### src/rtl/regbank.sv
// regbank: 32x32 2R1W register file, r0 hardwired 0; in clk reset write dr wrData sr1 sr2, out rdData1 rdData2; `REGBANK_BYPASS_EN enables write-through forwarding
module regbank #(
  parameter int DATA_WIDTH = 32,
  parameter int ADDR_WIDTH = 5
) (
  input  logic                  clk,
  input  logic                  reset,
  input  logic                  write,
  input  logic [ADDR_WIDTH-1:0] dr,
  input  logic [DATA_WIDTH-1:0] wrData,
  input  logic [ADDR_WIDTH-1:0] sr1,
  input  logic [ADDR_WIDTH-1:0] sr2,
  output logic [DATA_WIDTH-1:0] rdData1,
  output logic [DATA_WIDTH-1:0] rdData2
);
  logic [DATA_WIDTH-1:0] r [2**ADDR_WIDTH];
  always_ff @(posedge clk or posedge reset)
    if (reset) for (int i = 0; i < 2**ADDR_WIDTH; i++) r[i] <= '0;
    else if (write && dr != '0) r[dr] <= wrData;
`ifdef REGBANK_BYPASS_EN
  logic fwd;
  always_comb begin
    fwd = !reset && write && dr != '0;
    rdData1 = fwd && dr == sr1 ? wrData : r[sr1];
    rdData2 = fwd && dr == sr2 ? wrData : r[sr2];
  end
`else
  always_comb begin
    rdData1 = r[sr1];
    rdData2 = r[sr2];
  end
`endif
endmodule

### config.mk
export PLATFORM = sky130hd
export DESIGN_NAME = regbank
export DESIGN_NICKNAME = d
export VERILOG_FILES = /design/src/rtl/regbank.sv
export SDC_FILE = /design/constraint.sdc
export NUM_CORES = 2
export LEC_CHECK = 0
export ABC_AREA = 0
export CAP_MARGIN = 20
export CORE_MARGIN = 2
export CORE_UTILIZATION = 50
export CTS_CLUSTER_SIZE = 28
export DETAILED_ROUTE_END_ITERATION = 7
export PLACE_DENSITY = 0.66
export SYNTH_ARGS = -nofsm -noshare
export SYNTH_HDL_FRONTEND = slang
export SYNTH_SLANG_ARGS = --single-unit
### constraint.sdc
create_clock -name clk -period 80.8 [get_ports clk]
set_clock_uncertainty 0.2 [all_clocks]
set_input_delay 8.08 -clock clk [delete_from_list [all_inputs] [get_ports clk]]
set_output_delay 8.08 -clock clk [all_outputs]
set_load 0.005 [all_outputs]
# Word level (Yosys, flattened, before mapping)
# Cells that the tools add are included.
[word_totals]
output_inout_bits = 64
regBits = 1024
wordCells = 51
[op_classes]
n_mux = 9
n_lt_le_gt_ge = 4
reduce_logical = 3
bitwise = 3
[op_table]
columns = ["cell", "count"]
rows = [
  ["bitwise mux 1024 bit", 1],
  ["binary-select mux 32 bit (select 5 bit)", 2],
  ["demux 32 bit (select 5 bit)", 1],
  ["2-to-1 mux 32 bit", 5],
  ["greater-or-equal comparator 6 bit, second input constant", 3],
  ["NOT 5 -> 6 bit", 3],
  ["less-than comparator 6 x 1 -> 1 bit, second input constant", 1],
  ["nonzero test 5 bit", 1],
  ["logical AND 1 bit", 2],
]

# Depth between registers and ports, before layout
[depth]
ltp_word = 6
mapped_depth = 8

# Worst setup path after synthesis
# OpenSTA, ideal clock, no wires.
[synth_path]
kind = "input to output"
from = "input sr1[1]"
to = "output rdData1[10]"
path_slack_ps = 63235
arrival_time_ps = 9285
path_stages = 8
required_time_ps = 72520
n_path_buf = 4
path_cell_list = "buf_2 -> buf_4 -> buf_2 -> buf_2 -> mux2i_1 -> nand2_1 -> a31oi_1 -> nand3_1"
[synth_between]
elab_chain_len = 4
[synth_rtl]
columns = ["item", "line_no", "text"]
rows = [
  ["from (decl)", "11", "input logic [ADDR_WIDTH-1:0] sr1,"],
  ["NOT 5 -> 6 bit (not written as such)", "29", "rdData1 = r[sr1];"],
  ["binary-select mux 32 bit (select 5 bit)", "29", ""],
  ["2-to-1 mux 32 bit (not written as such) (2 in a row)", "29", ""],
  ["to (decl)", "13", "output logic [DATA_WIDTH-1:0] rdData1,"],
]
# No other way between the ends. The select of a mux whose other input is x is not followed.

# Final worst setup path
[layout_path]
from = "input sr1[1]"
to = "output rdData1[5]"
# The elaborated chain is that of the path after synthesis.

==> flow_summary.rst <==
.. list-table::
   :header-rows: 1

   * - Metric
     - Value
   * - Biggest registers after layout
     - r (1024)
   * - Share of layout cells above drive strength 1
     - 28.4%
   * - Total nets after synthesis
     - between 4000 and 5000
   * - Filler-free cell count of the finished design
     - roughly 6000
   * - Resized Gates After CTS
     - 0
   * - Worst path cell trace
     - buf_8 > buf_12 > buf_4 > buf_4 > mux2i_1 > a22o_1 > nor3_1 > a31oi_1 > nand3_1 > clkdlybuf4s50_1
   * - Number of rows created at floorplan
     - 122
   * - Clock slew at reported path FFs
     - 0.06 ns
   * - Port Buf Inserts
     - 113
   * - Post-Place Cells
     - 5807
   * - Unique cell type count in the Yosys netlist
     - 29
   * - Startpoint Class
     - input pin
   * - Endpoints failing setup
     - 0
   * - PnR worst setup slack
     - 59.22 ns
   * - Nets
     - 4496
   * - Die footprint
     - about 110000 sq um
   * - Max Fanout on Critical Path
     - 146
   * - Family with the most delay on the worst path
     - buffers and inverters
   * - Overall power of the completed layout
     - 1.53 mW
   * - Synth area leaders
     - sky130_fd_sc_hd__dfrtp_1 (46%), sky130_fd_sc_hd__mux2_2 (19%), sky130_fd_sc_hd__mux2i_1 (18%), sky130_fd_sc_hd__a22oi_1 (2.6%), sky130_fd_sc_hd__a22o_1 (2.0%)
   * - Number of antenna-violating nets in the routed design
     - 0
   * - Synthesized area per cell
     - 12.2 sq um
   * - Cell taking the most area after synthesis
     - sky130_fd_sc_hd__dfrtp_1
   * - Proportion of synthesized flip-flops having asynchronous set or reset
     - 100%
   * - Reg with most FFs
     - r
   * - Required time of the critical path
     - 72.52 ns
   * - Cell repeated most along the worst path
     - sky130_fd_sc_hd__buf_4
   * - Number of standard cells after synthesis
     - approximately 4600
   * - Starting density of the core
     - 50.5%
   * - Crit path time final
     - approximately 22 ns
   * - Initial DRC Count
     - 3405
   * - Remaining Overflow, GRT
     - 0
   * - Slowest library cell on the worst path
     - sky130_fd_sc_hd__buf_4
   * - Top_reg_cell synth
     - sky130_fd_sc_hd__dfrtp_1
   * - Area growth from synthesis to layout
     - 10.2%
   * - Sort of element at the end of the critical path
     - primary output
   * - Length of the first detailed-routing pass in iterations
     - 5
   * - Clock tree from TritonCTS
     - yes
   * - Number of antenna violations at the first check in global routing
     - 6
   * - Number of buffers and inverters on the critical path
     - 5
   * - Result of the run
     - complete, no violations
   * - Global placement routability congestion
     - 0.776
   * - Total routing resource utilization after global routing
     - 29.2%
   * - Max-slew violation total from the final report
     - 0
   * - Data arrival time of the critical path
     - 13.30 ns
   * - CTS Root Cell
     - sky130_fd_sc_hd__clkbuf_16
   * - Cell leakage power
     - 28.8 nW
   * - Maximum resistive drop on vdd
     - 19.1 uV
   * - Placeable core region
     - 111000 sq um
   * - Number of synthesized flops with an enable pin
     - 0
   * - Share of the yosys chip area belonging to registers
     - 45.8%
   * - Clock insertion delay at the later pin of the skew report
     - 0.70 ns
   * - Die outline height
     - between 300 and 400 um
   * - Flip-flop count of the largest register, all copies and words added
     - 1024
   * - Horizontal die dimension
     - about 340 um
   * - Wire length of the first global-routing pass
     - between 200000 and 300000 um
   * - Level count of the clock H-tree
     - 3
   * - Highest cell delay on the worst timing path
     - 0.96 ns
   * - Summed instance area of the synthesized netlist
     - 55900 sq um
   * - Avg Vias per Cell
     - 6.41
   * - Least-Margin Pin Slew
     - 1.26 ns
   * - Wirelength per Cell
     - 28.3 um
   * - Number of placed I/O pins
     - 114
   * - Dpl ws
     - around 59 ns
   * - Hold-fix buffers, CTS
     - 0
   * - CP Class
     - input pin to primary output
   * - Number of global-route vias before repair
     - slightly below 40000
   * - Clock buffer count from CTS
     - 112
   * - Setup bufs post-CTS
     - 0
   * - Largest net degree at the start of global routing
     - between 150 and 200
   * - Hold Path Class
     - register to register
   * - Headroom to the max-slew limit
     - between 15 and 20%
   * - Residual DRC count
     - 0
   * - Total routed wirelength
     - 171000 um
   * - Setup repair after global routing missed its margin
     - false
   * - Proportion of netlist area held by the largest area contributor
     - 45.8%
   * - Period Utilization, post-route
     - 26.7%
   * - DP Wirelength
     - ~90000 um
   * - Total number of vias
     - around 39000
   * - Final sum of negative setup slack
     - 0 ns
   * - Total number of clock tree sinks
     - approximately 1000
   * - Hold Worst Slack
     - 0.200 ns
   * - Yosys reg bits
     - 1024
   * - Fmax
     - 46.3 MHz
   * - Clock buffer depth
     - 3
   * - Max capacitance violation total
     - 0
   * - Count of synthesis-stage warnings from yosys
     - 0
   * - Final Hold Viols
     - 0
   * - Power per Cell Area
     - 24.9 nW/um^2
## synthesized netlist by cell type, types with 65 or more instances
library cell	n
sky130_fd_sc_hd__mux2_2	954
sky130_fd_sc_hd__a22o_1	128
sky130_fd_sc_hd__a22oi_1	192
sky130_fd_sc_hd__nand2_1	210
sky130_fd_sc_hd__clkbuf_1	229
sky130_fd_sc_hd__nor3_1	65
sky130_fd_sc_hd__mux2i_1	1024
sky130_fd_sc_hd__buf_4	69
sky130_fd_sc_hd__nand3_1	194
sky130_fd_sc_hd__a21oi_1	192
sky130_fd_sc_hd__buf_2	109
sky130_fd_sc_hd__dfrtp_1	1024
## layer usage
metal  global-route usage (%)  share of wire (%)  up-vias
met5                        0              0.022        -
met4                     10.1                3.4        6
met3                     5.19                6.8      325
met2                     44.5                 44     1331
met1                     42.0                 46    20397
li1                         -                  -    16642
## report_power, final
group / total (mW) / leakage, nW / internal (mW) / switching, mW
combinational: 0.287 / 13.7 / 0.154 / 0.133
sequential: 0.684 / 13.1 / 0.611 / 0.0733
clock: 0.562 / 2.02 / 0.343 / 0.219
## worst paths after layout
path                         endpoint  startpoint  slack [ns]  cells past startpoint
max reg2reg                    r[576]      r[576]       79.79                      1
min                           r[1001]     r[1001]        0.20                      0
min reg2reg                   r[1001]     r[1001]        0.20                      0
min in group asynchronous      r[678]       reset        7.70                      2
max in group asynchronous       r[92]       reset       68.83                      6
max                        rdData1[5]      sr1[1]       59.22                     10
## stage by stage
stage / instance area [sq um] / utilization (%)
2_1_floorplan: 55900 / -
4_1_cts: 61300 / 55.3
3_3_place_gp: 57200 / 51.6
6_report: 61600 / 55.6
3_5_place_dp: 57200 / 51.6
5_1_grt: 61600 / 55.6
## logic make-up after synthesis
family,Yosys count,share of synthesized area (%)
muxes,2016,38.3
DFF,1024,45.8
AOI/OAI and AO/OA,576,7.01
and+or+nand+nor,512,4.40
buffers and inverters,474,4.49
## layout make-up
class,count,area (sq um)
Multi-Input combinational cell,3104,27900
Tap cell,1488,1860
Antenna cell,2,5.00
Timing Repair Buffer,203,2130
Sequential cell,1024,25600
Clock inverter,45,648
Clock buffer,167,3430
Fill cell,9343,49200
Inverter,1,11.3
## layout by cell type (no fill, tap or decap), types with 2 or more instances in the layout
cell                              instances
sky130_fd_sc_hd__clkbuf_8                31
sky130_fd_sc_hd__nor2_4                  18
sky130_fd_sc_hd__nand3b_1                 4
sky130_fd_sc_hd__nand2b_2                 3
sky130_fd_sc_hd__nand2_1                193
sky130_fd_sc_hd__or2_2                    3
sky130_fd_sc_hd__inv_6                    3
sky130_fd_sc_hd__nand2_2                 17
sky130_fd_sc_hd__nor2b_4                  4
sky130_fd_sc_hd__nor3b_2                  3
sky130_fd_sc_hd__clkinv_2                22
sky130_fd_sc_hd__clkbuf_1                19
sky130_fd_sc_hd__mux2i_1               1024
sky130_fd_sc_hd__a22o_1                 128
sky130_fd_sc_hd__buf_16                  10
sky130_fd_sc_hd__dfrtp_1               1024
sky130_fd_sc_hd__buf_4                   70
sky130_fd_sc_hd__nor3_1                  65
sky130_fd_sc_hd__buf_8                    5
sky130_fd_sc_hd__clkinvlp_4               3
sky130_fd_sc_hd__and2_4                   2
sky130_fd_sc_hd__clkdlybuf4s50_1        111
sky130_fd_sc_hd__bufinv_16               16
sky130_fd_sc_hd__diode_2                  2
sky130_fd_sc_hd__buf_12                   6
sky130_fd_sc_hd__mux2_1                  38
sky130_fd_sc_hd__clkbuf_16              118
sky130_fd_sc_hd__a22oi_1                192
sky130_fd_sc_hd__mux2_2                 954
sky130_fd_sc_hd__nand3_1                194
sky130_fd_sc_hd__a21oi_1                192
sky130_fd_sc_hd__a31oi_1                 64
Note: power is estimated with default switching activity, not from simulation.
